## src/rtl/load_store_unit_if.sv

```systemverilog
// load_store_unit_if: request/response and data-memory signals of the load/store unit
//   req_*   : core request (valid/ready handshake, we, funct3, addr, wdata)
//   resp_*  : one-cycle completion pulse with load data and misalignment flag
//   mem_*   : word-wide data memory port (registered read data on mem_rdata)
//   master  : core + memory side; slave : the LSU
interface load_store_unit_if;
  logic        req_valid;
  logic        req_ready;
  logic        req_we;
  logic [2:0]  req_funct3;
  logic [31:0] req_addr;
  logic [31:0] req_wdata;
  logic        resp_valid;
  logic [31:0] resp_rdata;
  logic        resp_misaligned;
  logic [31:0] mem_addr;
  logic        mem_r_enable;
  logic        mem_w_enable;
  logic [31:0] mem_wdata;
  logic [31:0] mem_rdata;
  modport master (
    output req_valid, req_we, req_funct3, req_addr, req_wdata, mem_rdata,
    input  req_ready, resp_valid, resp_rdata, resp_misaligned,
           mem_addr, mem_r_enable, mem_w_enable, mem_wdata
  );
  modport slave (
    input  req_valid, req_we, req_funct3, req_addr, req_wdata, mem_rdata,
    output req_ready, resp_valid, resp_rdata, resp_misaligned,
           mem_addr, mem_r_enable, mem_w_enable, mem_wdata
  );
endinterface

```

## src/rtl/load_store_unit.sv

```systemverilog
// load_store_unit: byte/half/word loads and stores over a word-wide memory
//   clk   : rising-edge clock
//   rst_n : asynchronous active-low reset
//   bus   : load_store_unit_if.slave (core request/response + data memory port)
// Optional feature: define LSU_MISALIGN_CHECK_EN to reject misaligned half/word
// accesses without touching memory (resp_misaligned=1).
module load_store_unit (
  input logic              clk,
  input logic              rst_n,
  load_store_unit_if.slave bus
);
  typedef enum logic [2:0] {IDLE, LD_RD, LD_WAIT, ST_RD, ST_MRG, ST_WR, RESP} state_t;
  state_t state, state_n;
  logic [31:0] addr_q, wdata_q, rdata_q, ld_data, merged;
  logic [2:0]  f3_q;
  logic        mis_q, accept, mis;
  logic [7:0]  lb;
  logic [15:0] lh;
  // funct3[1]=1 covers 010 and the reserved 011/110/111, all handled as word
  assign accept = bus.req_valid && state == IDLE;
`ifdef LSU_MISALIGN_CHECK_EN
  assign mis = (bus.req_funct3[1] && bus.req_addr[1:0] != 2'b00) ||
               (bus.req_funct3[1:0] == 2'b01 && bus.req_addr[0]);
`else
  assign mis = 1'b0;
`endif
  always_comb begin
    state_n = state;
    case (state)
      IDLE:    state_n = !accept ? IDLE : mis ? RESP : !bus.req_we ? LD_RD :
                         bus.req_funct3[1] ? ST_WR : ST_RD;
      LD_RD:   state_n = LD_WAIT;
      LD_WAIT: state_n = RESP;
      ST_RD:   state_n = ST_MRG;
      ST_MRG:  state_n = ST_WR;
      ST_WR:   state_n = RESP;
      default: state_n = IDLE;
    endcase
  end
  always_ff @(posedge clk or negedge rst_n)
    if (!rst_n) state <= IDLE;
    else state <= state_n;
  assign lb = bus.mem_rdata[{addr_q[1:0], 3'b000} +: 8];
  assign lh = bus.mem_rdata[{addr_q[1], 4'b0000} +: 16];
  assign ld_data = f3_q[1] ? bus.mem_rdata :
                   f3_q[0] ? {{16{~f3_q[2] & lh[15]}}, lh} : {{24{~f3_q[2] & lb[7]}}, lb};
  always_comb begin
    merged = bus.mem_rdata;
    if (f3_q[0]) merged[{addr_q[1], 4'b0000} +: 16] = wdata_q[15:0];
    else merged[{addr_q[1:0], 3'b000} +: 8] = wdata_q[7:0];
  end
  // rdata_q is only written on the edge entering RESP, so it holds between responses
  always_ff @(posedge clk or negedge rst_n)
    if (!rst_n) begin
      addr_q  <= '0;
      wdata_q <= '0;
      rdata_q <= '0;
      f3_q    <= '0;
      mis_q   <= 1'b0;
    end else begin
      if (accept) begin
        addr_q  <= bus.req_addr;
        wdata_q <= bus.req_wdata;
        f3_q    <= bus.req_funct3;
        mis_q   <= mis;
        if (mis) rdata_q <= '0;
      end
      if (state == LD_WAIT) rdata_q <= ld_data;
      if (state == ST_MRG) wdata_q <= merged;
      if (state == ST_WR) rdata_q <= '0;
    end
  assign bus.req_ready       = state == IDLE;
  assign bus.resp_valid      = state == RESP;
  assign bus.resp_rdata      = rdata_q;
  assign bus.resp_misaligned = state == RESP && mis_q;
  assign bus.mem_addr        = {addr_q[31:2], 2'b00};
  assign bus.mem_r_enable    = state == LD_RD || state == ST_RD;
  assign bus.mem_w_enable    = state == ST_WR;
  assign bus.mem_wdata       = state == ST_WR ? wdata_q : '0;
endmodule

```

## src/flat_wrapper.sv

```systemverilog
// flat-port wrapper written by rule: the top's interface ports become plain ports
module load_store_unit_flat 
  (clk, rst_n, bus_req_valid, bus_req_we, bus_req_funct3, bus_req_addr, bus_req_wdata, bus_mem_rdata, bus_req_ready, bus_resp_valid, bus_resp_rdata, bus_resp_misaligned, bus_mem_addr, bus_mem_r_enable, bus_mem_w_enable, bus_mem_wdata);
  load_store_unit_if bus_i ();
  input logic clk;
  input logic rst_n;
  input wire logic [$bits(bus_i.req_valid)-1:0] bus_req_valid;
  input wire logic [$bits(bus_i.req_we)-1:0] bus_req_we;
  input wire logic [$bits(bus_i.req_funct3)-1:0] bus_req_funct3;
  input wire logic [$bits(bus_i.req_addr)-1:0] bus_req_addr;
  input wire logic [$bits(bus_i.req_wdata)-1:0] bus_req_wdata;
  input wire logic [$bits(bus_i.mem_rdata)-1:0] bus_mem_rdata;
  output wire logic [$bits(bus_i.req_ready)-1:0] bus_req_ready;
  output wire logic [$bits(bus_i.resp_valid)-1:0] bus_resp_valid;
  output wire logic [$bits(bus_i.resp_rdata)-1:0] bus_resp_rdata;
  output wire logic [$bits(bus_i.resp_misaligned)-1:0] bus_resp_misaligned;
  output wire logic [$bits(bus_i.mem_addr)-1:0] bus_mem_addr;
  output wire logic [$bits(bus_i.mem_r_enable)-1:0] bus_mem_r_enable;
  output wire logic [$bits(bus_i.mem_w_enable)-1:0] bus_mem_w_enable;
  output wire logic [$bits(bus_i.mem_wdata)-1:0] bus_mem_wdata;
  assign bus_i.req_valid = bus_req_valid;
  assign bus_i.req_we = bus_req_we;
  assign bus_i.req_funct3 = bus_req_funct3;
  assign bus_i.req_addr = bus_req_addr;
  assign bus_i.req_wdata = bus_req_wdata;
  assign bus_i.mem_rdata = bus_mem_rdata;
  assign bus_req_ready = bus_i.req_ready;
  assign bus_resp_valid = bus_i.resp_valid;
  assign bus_resp_rdata = bus_i.resp_rdata;
  assign bus_resp_misaligned = bus_i.resp_misaligned;
  assign bus_mem_addr = bus_i.mem_addr;
  assign bus_mem_r_enable = bus_i.mem_r_enable;
  assign bus_mem_w_enable = bus_i.mem_w_enable;
  assign bus_mem_wdata = bus_i.mem_wdata;
  load_store_unit u_core (.clk(clk), .rst_n(rst_n), .bus(bus_i));
endmodule
```

## config.mk

```make
export PLATFORM = sky130hd
export DESIGN_NAME = load_store_unit_flat
export DESIGN_NICKNAME = d
export VERILOG_FILES = /design/src/rtl/load_store_unit_if.sv /design/src/rtl/load_store_unit.sv /design/src/flat_wrapper.sv
export SDC_FILE = /design/constraint.sdc
export NUM_CORES = 1
export LEC_CHECK = 0
export ABC_CLOCK_PERIOD_IN_PS = 3950
export CAP_MARGIN = 15
export CORE_MARGIN = 2
export CORE_UTILIZATION = 44
export CTS_CLUSTER_DIAMETER = 200
export DETAILED_ROUTE_END_ITERATION = 16
export PLACE_DENSITY_LB_ADDON = 0.12
export SLEW_MARGIN = 40
export SYNTH_ARGS = -nofsm -noshare
export SYNTH_HDL_FRONTEND = slang
export SYNTH_SLANG_ARGS = --single-unit
```

## constraint.sdc

```tcl
create_clock -name clk -period 3.95 [get_ports clk]
set_input_delay 0.395 -clock clk [delete_from_list [all_inputs] [get_ports clk]]
set_output_delay 0.395 -clock clk [all_outputs]
set_load 0.01 [all_outputs]
```

* Word-level counts from Yosys, hierarchy flattened
Cells that the tools add are included.
Word-level totals: memories 0, logic and storage cells 42, bits in registers 102, latch bits 0, ROM bits 0, bits in writable memories 0
Cells by class: $mul 0, equal/unequal tests 6, magnitude comparators 0, mux-type cells 14, shift-type cells 6, div/mod/pow operators 0, $add $sub $neg 2, reduce and logical (&&, ||, !) cells 6, bitwise logic cells 3
Operator list (count):
- 32-bit two-way mux | 8
- 32-bit bitwise mux | 2
- 16-bit by 7-bit variable shift with 32-bit output, first input constant | 1
- 8-bit by 7-bit variable shift with 32-bit output, first input constant | 1
- 16-bit by 7-bit indexed part select with 32-bit output | 1
- 32-bit by 6-bit indexed part select with 16-bit output | 1
- 32-bit by 6-bit indexed part select with 8-bit output | 1
- 8-bit by 7-bit indexed part select with 32-bit output | 1
- 3-bit case mux with 5 select lines | 1
- 5-bit negator with 7-bit output | 2
- 3-bit equality test, second input constant | 3
- 3-bit two-way mux | 3
- 3-bit by 2-bit equality test with 1-bit output, second input constant | 2
- 2-bit nonzero test | 2
- 3-bit by 1-bit equality test with 1-bit output, second input constant | 1
- 3-bit zero test | 1
- 1-bit AND | 2
- 2-bit OR reduction | 1
- 1-bit logical AND | 1
- 1-bit logical OR | 1
- 1-bit inverter | 1

* Logic depth before layout (Yosys ltp)
Gate-level depths: netlist (run 1).
depth after elaboration 6, gate-level depth with buffers 8, gate-level depth less buffers 6

* Worst setup path before layout (run 1)
No wires, ideal clock.
path type register -> register, start point register u_core.addr_q[1], end point register u_core.wdata_q[10], slack 2.024 ns, library setup time 0.137 ns, arrival 1.789 ns, clock period less this slack 1.926 ns, stages on the path, launching flop included 9, path buffers 2, required time 3.813 ns, cells stage by stage dfrtp_1 > buf_4 > inv_2 > ha_1 > and4b_1 > buf_1 > a22o_1 > a221oi_1 > a21oi_1
On the way: word-level cells in the longest chain between the ends 5, elaborated cells between the ends (all ways) 10, those cells by class 2 x add/sub; 4 x shift; 4 x mux
RTL lines:
- start: declaration | RTL line load_store_unit.sv:14 | logic [31:0] addr_q, wdata_q, rdata_q, ld_data, merged;
- start signal: assignment | RTL line load_store_unit.sv:62 | addr_q <= bus.req_addr;
- 5-bit negator with 7-bit output, on equally long branches | RTL line load_store_unit.sv:49, load_store_unit.sv:50
- 16-bit by 7-bit indexed part select with 32-bit output, or another cell as far along | RTL line load_store_unit.sv:49 | if (f3_q[0]) merged[{addr_q[1], 4'b0000} +: 16] = wdata_q[15:0];
- 32-bit bitwise mux, on equally long branches | RTL line load_store_unit.sv:49, load_store_unit.sv:50
- 32-bit two-way mux (*) | RTL line load_store_unit.sv:49
- 32-bit two-way mux (*) | RTL line load_store_unit.sv:69 | if (state == ST_MRG) wdata_q <= merged;
- end signal: assignment | RTL line load_store_unit.sv:63 | wdata_q <= bus.req_wdata;
- end signal: assignment | RTL line load_store_unit.sv:69
- end: declaration | RTL line load_store_unit.sv:14
Mark *: on every way between the ends. The rest lies on a longest branch, timed or not. A chain may end at the register's enable or synchronous reset.

* Worst setup path in the final report (run 1)
start point register u_core.state[1], end point output bus_mem_wdata[5]
On the way: word-level cells in the longest chain between the ends 2
RTL lines:
- start: declaration | RTL line load_store_unit.sv:13 | state_t state, state_n;
- start signal: assignment | RTL line load_store_unit.sv:42 | else state <= state_n;
- 3-bit equality test | RTL line load_store_unit.sv:79 | assign bus.mem_wdata = state == ST_WR ? wdata_q : '0;
- 32-bit two-way mux | RTL line load_store_unit.sv:79
- end: declaration | RTL line flat_wrapper.sv:20 | output wire logic [$bits(bus_i.mem_wdata)-1:0] bus_mem_wdata;
No other way between the ends.

==> key figures, run 1 <==
Die
  – Die area: about 14000 um^2
  – Initial Util: roughly 45%
  – Die Span Y: between 100 and 150 um
  – Num ports: about 200
  – Area of the core: around 13000 um^2
  – Die X: approximately 120 um
  – Row count: 41

Critical path
  – RR Endpoint: u_core.wdata_q[5]
  – Worst Setup End Kind: primary output
  – Worst path buffer plus inverter count: 2
  – Worst R2R Path Depth: 5
  – FF-to-FF Start: u_core.state[2]
  – Worst-path cell chain: nand3b_2 -> inv_2 -> and2_1 -> clkdlybuf4s50_1
  – Max FO, Critical Path: 34
  – Worst setup SP type: flop
  – Largest delay contributor family on the critical path: buffers and inverters
  – Kind of critical path: flop to primary output
  – Required time of the critical path: roughly 3.6 ns
  – Flop2flop setup slack: around 1.4 ns
  – Arrival time at the worst endpoint: 2.58 ns
  – Max incr delay on CP: about 0.53 ns
  – Crit path max-delay cell type: clkdlybuf4s50_1

Pwr
  – Leakage power total: 3.48 nW
  – Cell Pwr Density: between 700 and 800 nW/um^2
  – Max rail drop VDD: 0.423 mV
  – Total Power: 6.27 mW

Clock network
  – Max clock buf depth: 2
  – CTS tree: yes
  – Hold_buf cts: 0
  – H-tree depth: 3
  – Post-CTS setup buffer count: 0
  – Clk sinks: 102
  – Post_cts resized: 0
  – CTS Root Cell: clkbuf_16
  – Worst-Skew Late Latency: approximately 0.35 ns
  – Num CTS Buffers: 9
  – Clock Pin Slew Worst Setup and Hold Paths: ~0.060 ns

Synthesis
  – Post-synthesis mux area share: under 10%
  – #FFs+latches synth: ~100
  – Simple-Gate Fraction of Synth Area: 22.8%
  – Cell Area, Synth: between 5000 and 6000 um^2
  – Largest family of logic cells by synthesized area: simple AND/OR/NAND/NOR gates
  – Synth unique cells: between 50 and 60
  – Ys flop type: dfrtp_1
  – Synth Area in Compound Gates: around a fifth
  – Xor-xnor portion of the synthesized cell area: 0%
  – Synth Area in Adders: roughly 1.1%
  – Ys async rst share: 100%
  – Gate Count Post-Synth: 650
  – Post-synth EDFFs: 0
  – Syn. warnings: 0
  – Syn avg cell area: just under 9 um^2
  – Post-synthesis sequential area ratio: roughly 44%

Timing
  – Sum Neg Setup Slack: 0 ns
  – RSZ-0062 raised after global routing: no
  – Final Hold Fails: 0
  – Finish-stage setup viols: 0
  – Fin crit share: between 70% and 80%
  – Relative slew margins: ~47%
  – Final Skew: about 0.0075 ns
  – Achievable clock frequency: roughly 0.34 GHz
  – Least-Margin Pin Slew: a little under 0.8 ns
  – Min cycle time layout: around 3.0 ns
  – Max Slew Vio Count: 0

Placed design
  – Final Wtd Congestion: 0.824
  – Placed Instances: 957
  – Number of I/O port buffers: 200
  – Placed cell areas: around 7700 um^2
  – DP Wirelength: around 14000 um

Job
  – Maxcap violations: 0

Detailed routing
  – Antenna-violating nets left: 0
  – DRC: 0
  – Drt first pass iters: 6
  – Post-DR wirelength/cell: between 15 and 20 um
  – Initial drt markers: approximately 430
  – DR vias/cell: 5.50
  – Total vias in the final route: roughly 5400
  – Post-Route WL: 18300 um

Global route
  – GRT Total Usage: a little over a quarter
  – Antenna violations before repair: 0
  – Pin count of the biggest net entering global routing: between 70 and 80
  – First-pass GRT wire length: 29400 um
  – Grt total ovfl: 0
  – Vias in the first global route: roughly 5300

Cells and area
  – Antenna diodes: 0
  – Nets: ~900
  – Layout cells sized above 1: just under 8%
  – Layout area overhead: 37.8%
  – Util after Layout: a little over three fifths
  – Cell area after layout: roughly 8000 um^2
  – Cell Count, Final, Fillers Out: slightly below 1000

Outcome
  – Outcome: finished clean

Min path
  – Hold Crit Class: primary input to async pin
## through the flow
| stage | setup slack (ns) | hold slack (ns) |
|---|---|---|
| floorplan | 2.02 | 0.0994 |
| global route | 0.804 | 0.136 |
| finish | 0.978 | 0.0755 |
| global placement | 1.14 | 0.457 |
| detailed placement | 1.03 | 0.463 |
| CTS | 0.656 | 0.107 |
## layout make-up
class / count / area [um^2]
Clock buffer: 11 / 243
Clock inverter: 5 / 81.3
Fill cell: 1079 / 4770
Inverter: 14 / 52.6
Multi-Input combinational cell: 457 / 2770
Sequential cell: 102 / 2550
Tap cell: 172 / 215
Timing Repair Buffer: 212 / 2090
## cell usage in the layout, fill, tap and decap left out, types with 9 or more instances in the layout
cell type	instances
nor2_1	47
o21ai_0	11
a21oi_1	28
nand2_1	146
dfrtp_1	102
inv_1	12
a22o_1	29
buf_4	12
nor2b_1	10
clkbuf_16	9
and2_1	36
a31oi_1	22
clkdlybuf4s50_1	199
a221o_1	16
mux2_2	21
## cell families after synthesis
logic type | Yosys count
AND/OR/NAND/NOR | 282
AO/OA/AOI/OAI | 142
flip-flops | 102
buffers and inverters | 93
multiplexers | 25
adder cells (fa/ha/maj) | 5
other | 1
## cell usage after synthesis, types with 2 or more instances
master	instances	area share [%]
o22ai_1	2	0.22
nor2_1	47	3.0
nor3_1	2	0.17
nor3_2	3	0.52
mux2i_1	4	0.69
and2_1	37	4.0
buf_2	13	1.1
inv_1	13	0.84
or3_1	6	0.65
nor2b_1	10	1.1
ha_1	5	1.1
nor3b_1	3	0.39
clkbuf_1	25	1.6
and3_1	8	0.86
buf_1	3	0.19
nor4bb_1	2	0.34
a32oi_1	2	0.30
buf_4	37	4.8
o21ai_0	11	0.95
a22o_1	29	4.4
a21oi_1	28	2.4
nand2_1	146	9.4
mux2_2	21	4.1
a31oi_1	22	2.4
a41oi_1	8	1.2
a221o_1	16	2.8
nand3_1	7	0.60
dfrtp_1	102	44
a22oi_1	7	0.90
a221oi_1	8	1.2
and3b_1	2	0.30
## power by group
group          internal, mW  switching (mW)  total, mW
sequential             1.55           0.475       2.03
clock                 0.574           0.397      0.971
combinational          1.65            1.63       3.28
## sequential cells by signal (all words and copies together) (netlist names)
| signal | flops |
|---|---|
| u_core.state | 3 |
| u_core.f3_q | 3 |
| u_core.wdata_q | 32 |
| u_core.bus.resp_rdata | 32 |
| u_core.addr_q | 32 |
## worst max path at each step
stage	slack, ns	startpoint	endpoint	cells past startpoint
6_report	0.98	u_core.state[1]	bus_mem_wdata[5]	4
5_1_grt	0.80	u_core.state[1]	bus_mem_wdata[11]	4
4_1_cts	0.66	u_core.state[1]	bus_mem_wdata[0]	4
3_5_place_dp	1.03	u_core.state[1]	bus_mem_wdata[0]	4
3_3_place_gp	1.14	u_core.state[1]	bus_mem_wdata[0]	4
2_1_floorplan	2.02	u_core.addr_q[1]	u_core.wdata_q[10]	8
## layer usage
layer	track usage [%]	part of all wire, %
met5	0	0
met4	8.63	2.0
met3	4.65	6.5
met2	42.1	47
met1	37.0	44
(Power assumes the default switching activity.)
==> inputs of run 2 (changes only) <==
--- a/config.mk
+++ b/config.mk
@@ -5,10 +5,10 @@
 export SDC_FILE = /design/constraint.sdc
 export NUM_CORES = 1
 export LEC_CHECK = 0
-export ABC_CLOCK_PERIOD_IN_PS = 3950
+export ABC_CLOCK_PERIOD_IN_PS = 2520
 export CAP_MARGIN = 15
 export CORE_MARGIN = 2
-export CORE_UTILIZATION = 44
+export CORE_UTILIZATION = 41
 export CTS_CLUSTER_DIAMETER = 200
 export DETAILED_ROUTE_END_ITERATION = 16
 export PLACE_DENSITY_LB_ADDON = 0.12
==> constraint.sdc (replaced) <==
create_clock -name clk -period 2.52 [get_ports clk]
set_input_delay 0.252 -clock clk [delete_from_list [all_inputs] [get_ports clk]]
set_output_delay 0.252 -clock clk [all_outputs]
set_load 0.01 [all_outputs]
==> key figures, run 2 (synthesis gave the netlist of run 1 again) <==
Outcome
  – Outcome: finished clean

Die
  – Die X: 123 um (+3.5%)
  – Die Span Y: 123 um (+3.5%)
  – Die area: 15100 um^2 (+7.1%)
  – Initial Util: 41.9% (-3.6 points)
  – Num ports: 204 (unchanged)
  – Row count: 43 (+4.9%)
  – Area of the core: 13900 um^2 (+8.7%)

Critical path
  – Crit path max-delay cell type: clkdlybuf4s50_1
  – Worst R2R Path Depth: 6 (+1)
  – Flop2flop setup slack: 0.30 ns (-1.10 ns)
  – Worst-path cell chain: nand3b_2 -> clkinvlp_4 -> buf_12 -> and2_1 -> clkdlybuf4s50_1
  – Worst setup SP type: flop
  – Largest delay contributor family on the critical path: buffers and inverters
  – Kind of critical path: flop to primary output
  – Required time of the critical path: 2.27 ns (-1.29 ns)
  – RR Endpoint: u_core.wdata_q[15]
  – Max FO, Critical Path: 28 (-18%)
  – FF-to-FF Start: u_core.addr_q[0]
  – Arrival time at the worst endpoint: 2.13 ns (-0.45 ns)
  – Worst path buffer plus inverter count: 3 (+1)
  – Worst Setup End Kind: primary output
  – Max incr delay on CP: 0.56 ns (+0.03 ns)

Min path
  – Hold Path Origin: bus_req_addr[2]
  – Hold depth: 3
  – Hold EP: u_core.addr_q[2]
  – Hold Crit Class: primary input to flop

Clock network
  – Clk sinks: 102 (unchanged)
  – Worst-Skew Late Latency: 0.36 ns (about the same)
  – Max clock buf depth: 2 (unchanged)
  – Clock Pin Slew Worst Setup and Hold Paths: 0.07 ns (about the same)
  – CTS Root Cell: clkbuf_16
  – H-tree depth: 3 (unchanged)
  – Num CTS Buffers: 9 (unchanged)
  – CTS tree: yes

Detailed routing
  – Post-Route WL: 18700 um (+2.1%)
  – Met2 wire len: 8620 um (about the same)
  – Wl on met1: 8580 um (+5.5%)
  – Met3 routed wirelength: 1100 um (-7.0%)
  – Uppermost layer routed: met4
  – Initial drt markers: 462 (+8.7%)
  – Drt first pass iters: 5 (-1)
  – DRC: 0 (unchanged)
  – Antenna-violating nets left: 0 (unchanged)
  – Post-DR wirelength/cell: 18.7 um (-0.47%)
  – Total vias in the final route: 5428 (+1.5%)
  – DR vias/cell: 5.44 (-1.1%)

Job
  – Maxcap violations: 0 (unchanged)

Timing
  – Achievable clock frequency: 0.420 GHz
  – Hold_ws: 0.420 ns (+0.344 ns)
  – Final Skew: 0.00926 ns (+0.00181 ns)
  – Least-Margin Pin Slew: 0.705 ns (-0.0906 ns)
  – Max Slew Vio Count: 0 (unchanged)
  – Finish-stage setup viols: 0 (unchanged)
  – Final WS setup: 0.140 ns (-0.838 ns)
  – Final Hold Fails: 0 (unchanged)
  – Sum Neg Setup Slack: 0 ns (unchanged)
  – RSZ-0062 raised after global routing: no
  – Relative slew margins: 52.8% (+5.9 points)
  – Fin crit share: a little over nine tenths
  – Min cycle time layout: about 2.4 ns

Cells and area
  – Antenna diodes: 0 (unchanged)
  – Nets: 921 (+1.9%)
  – Layout area overhead: 39.8%
  – Commonest non-fill, non-tap cells in the layout: clkdlybuf4s50_1 (199), nand2_1 (146), dfrtp_1 (102)
  – Layout cells sized above 1: 9.41% (+1.5 points)
  – Commonest non-fill, non-tap cell in the layout: clkdlybuf4s50_1
  – Fillcell total: 1253 (+16%)
  – Util after Layout: 58.5% (-4.2 points)
  – Cell area after layout: 8120 um^2 (+1.5%)

Placed design
  – Final Wtd Congestion: 0.865 (+5.0%)
  – DP Wirelength: 14100 um (+2.5%)
  – Placed cell areas: 7830 um^2 (+2.0%)
  – Dpl ws: 0.296 ns (-0.738 ns)
  – Number of I/O port buffers: 200 (unchanged)

Pwr
  – Max rail drop VDD: 0.500 mV (+18%)
  – Cell Pwr Density: 1210 nW/um^2 (+54%)
  – Leakage power total: 3.54 nW (+1.8%)

Global route
  – Antenna violations before repair: 0 (unchanged)
  – Vias in the first global route: 5265 (-0.51%)
  – First-pass GRT wire length: 28500 um (-2.9%)
  – Grt total ovfl: 0 (unchanged)
  – GRT Total Usage: 24.8% (-1.8 points)
  – Pin count of the biggest net entering global routing: 56 (-29%)
==> run 2: cell count changes in the layout (fill, tap and decap cells not counted), sizes merged <==
cell,change
buf,+16
bufinv,-2
clkinv,+3
clkinvlp,+1
dlygate4sd3,+1
inv,-2
==> run 2: repair_timing <==
action / 4_1_cts / 5_1_grt
resized for setup: 0 / 1
setup buffers: 0 / 0
endpoints found under the hold margin: 47 / 0
setup endpoints to repair: 0 / 27
hold buffers: 1 / 0
==> run 2: worst register-to-register path: stages (launching register included) <==
cell and delay, ns:
dfrtp_1 0.51, inv_1 0.19, ha_1 0.36, and4b_1 0.28, a22o_1 0.20, a221oi_1 0.43, a21oi_1 0.13
==> run 2: worst max path at each step <==
| stage | startpoint | to | slack (ns) | depth (start not counted) |
|---|---|---|---|---|
| final | u_core.state[1] | bus_mem_wdata[23] | 0.14 | 5 |
| after global routing | u_core.state[1] | bus_mem_wdata[9] | 0.002 | 5 |
| after CTS | u_core.state[1] | bus_mem_wdata[22] | 0.04 | 5 |
| after detailed placement | u_core.addr_q[0] | u_core.wdata_q[12] | 0.30 | 6 |
| after global placement | u_core.addr_q[0] | u_core.wdata_q[12] | 0.26 | 6 |
| after floorplan | u_core.addr_q[1] | u_core.wdata_q[10] | 0.59 | 8 |
==> run 2: final cells by class <==
class                      instances  area, um^2  area share (%)
inverter                          14        56.3           0.693
tap                              180         225            2.77
clock inverter                     5        35.0           0.431
multi-input combinational        457        2770            34.1
clock buffer                      11         243            2.99
sequential                       102        2550            31.4
timing repair buffer             229        2240            27.6
==> run 2: through the flow <==
stage / power [mW] / std cells
after floorplan: 6.30 / 652
after global placement: 8.37 / 981
after detailed placement: 8.50 / 981
after CTS: 9.85 / 998
after global routing: 10.5 / 998
final: 9.82 / 998
==> run 2: routing by layer <==
metal / global-route usage, % / vias up
li1: - / 2561
met1: 35.4 / 2636
met2: 39.1 / 207
met3: 3.09 / 24
met4: 8.52 / 0
met5: 0 / -
==> run 2: report_power, final <==
group	switching [mW]	leakage (nW)	internal [mW]	total [mW]
combinational	2.61	2.13	2.72	5.34
clock	0.628	0.135	0.698	1.33
sequential	0.723	1.27	2.43	3.16
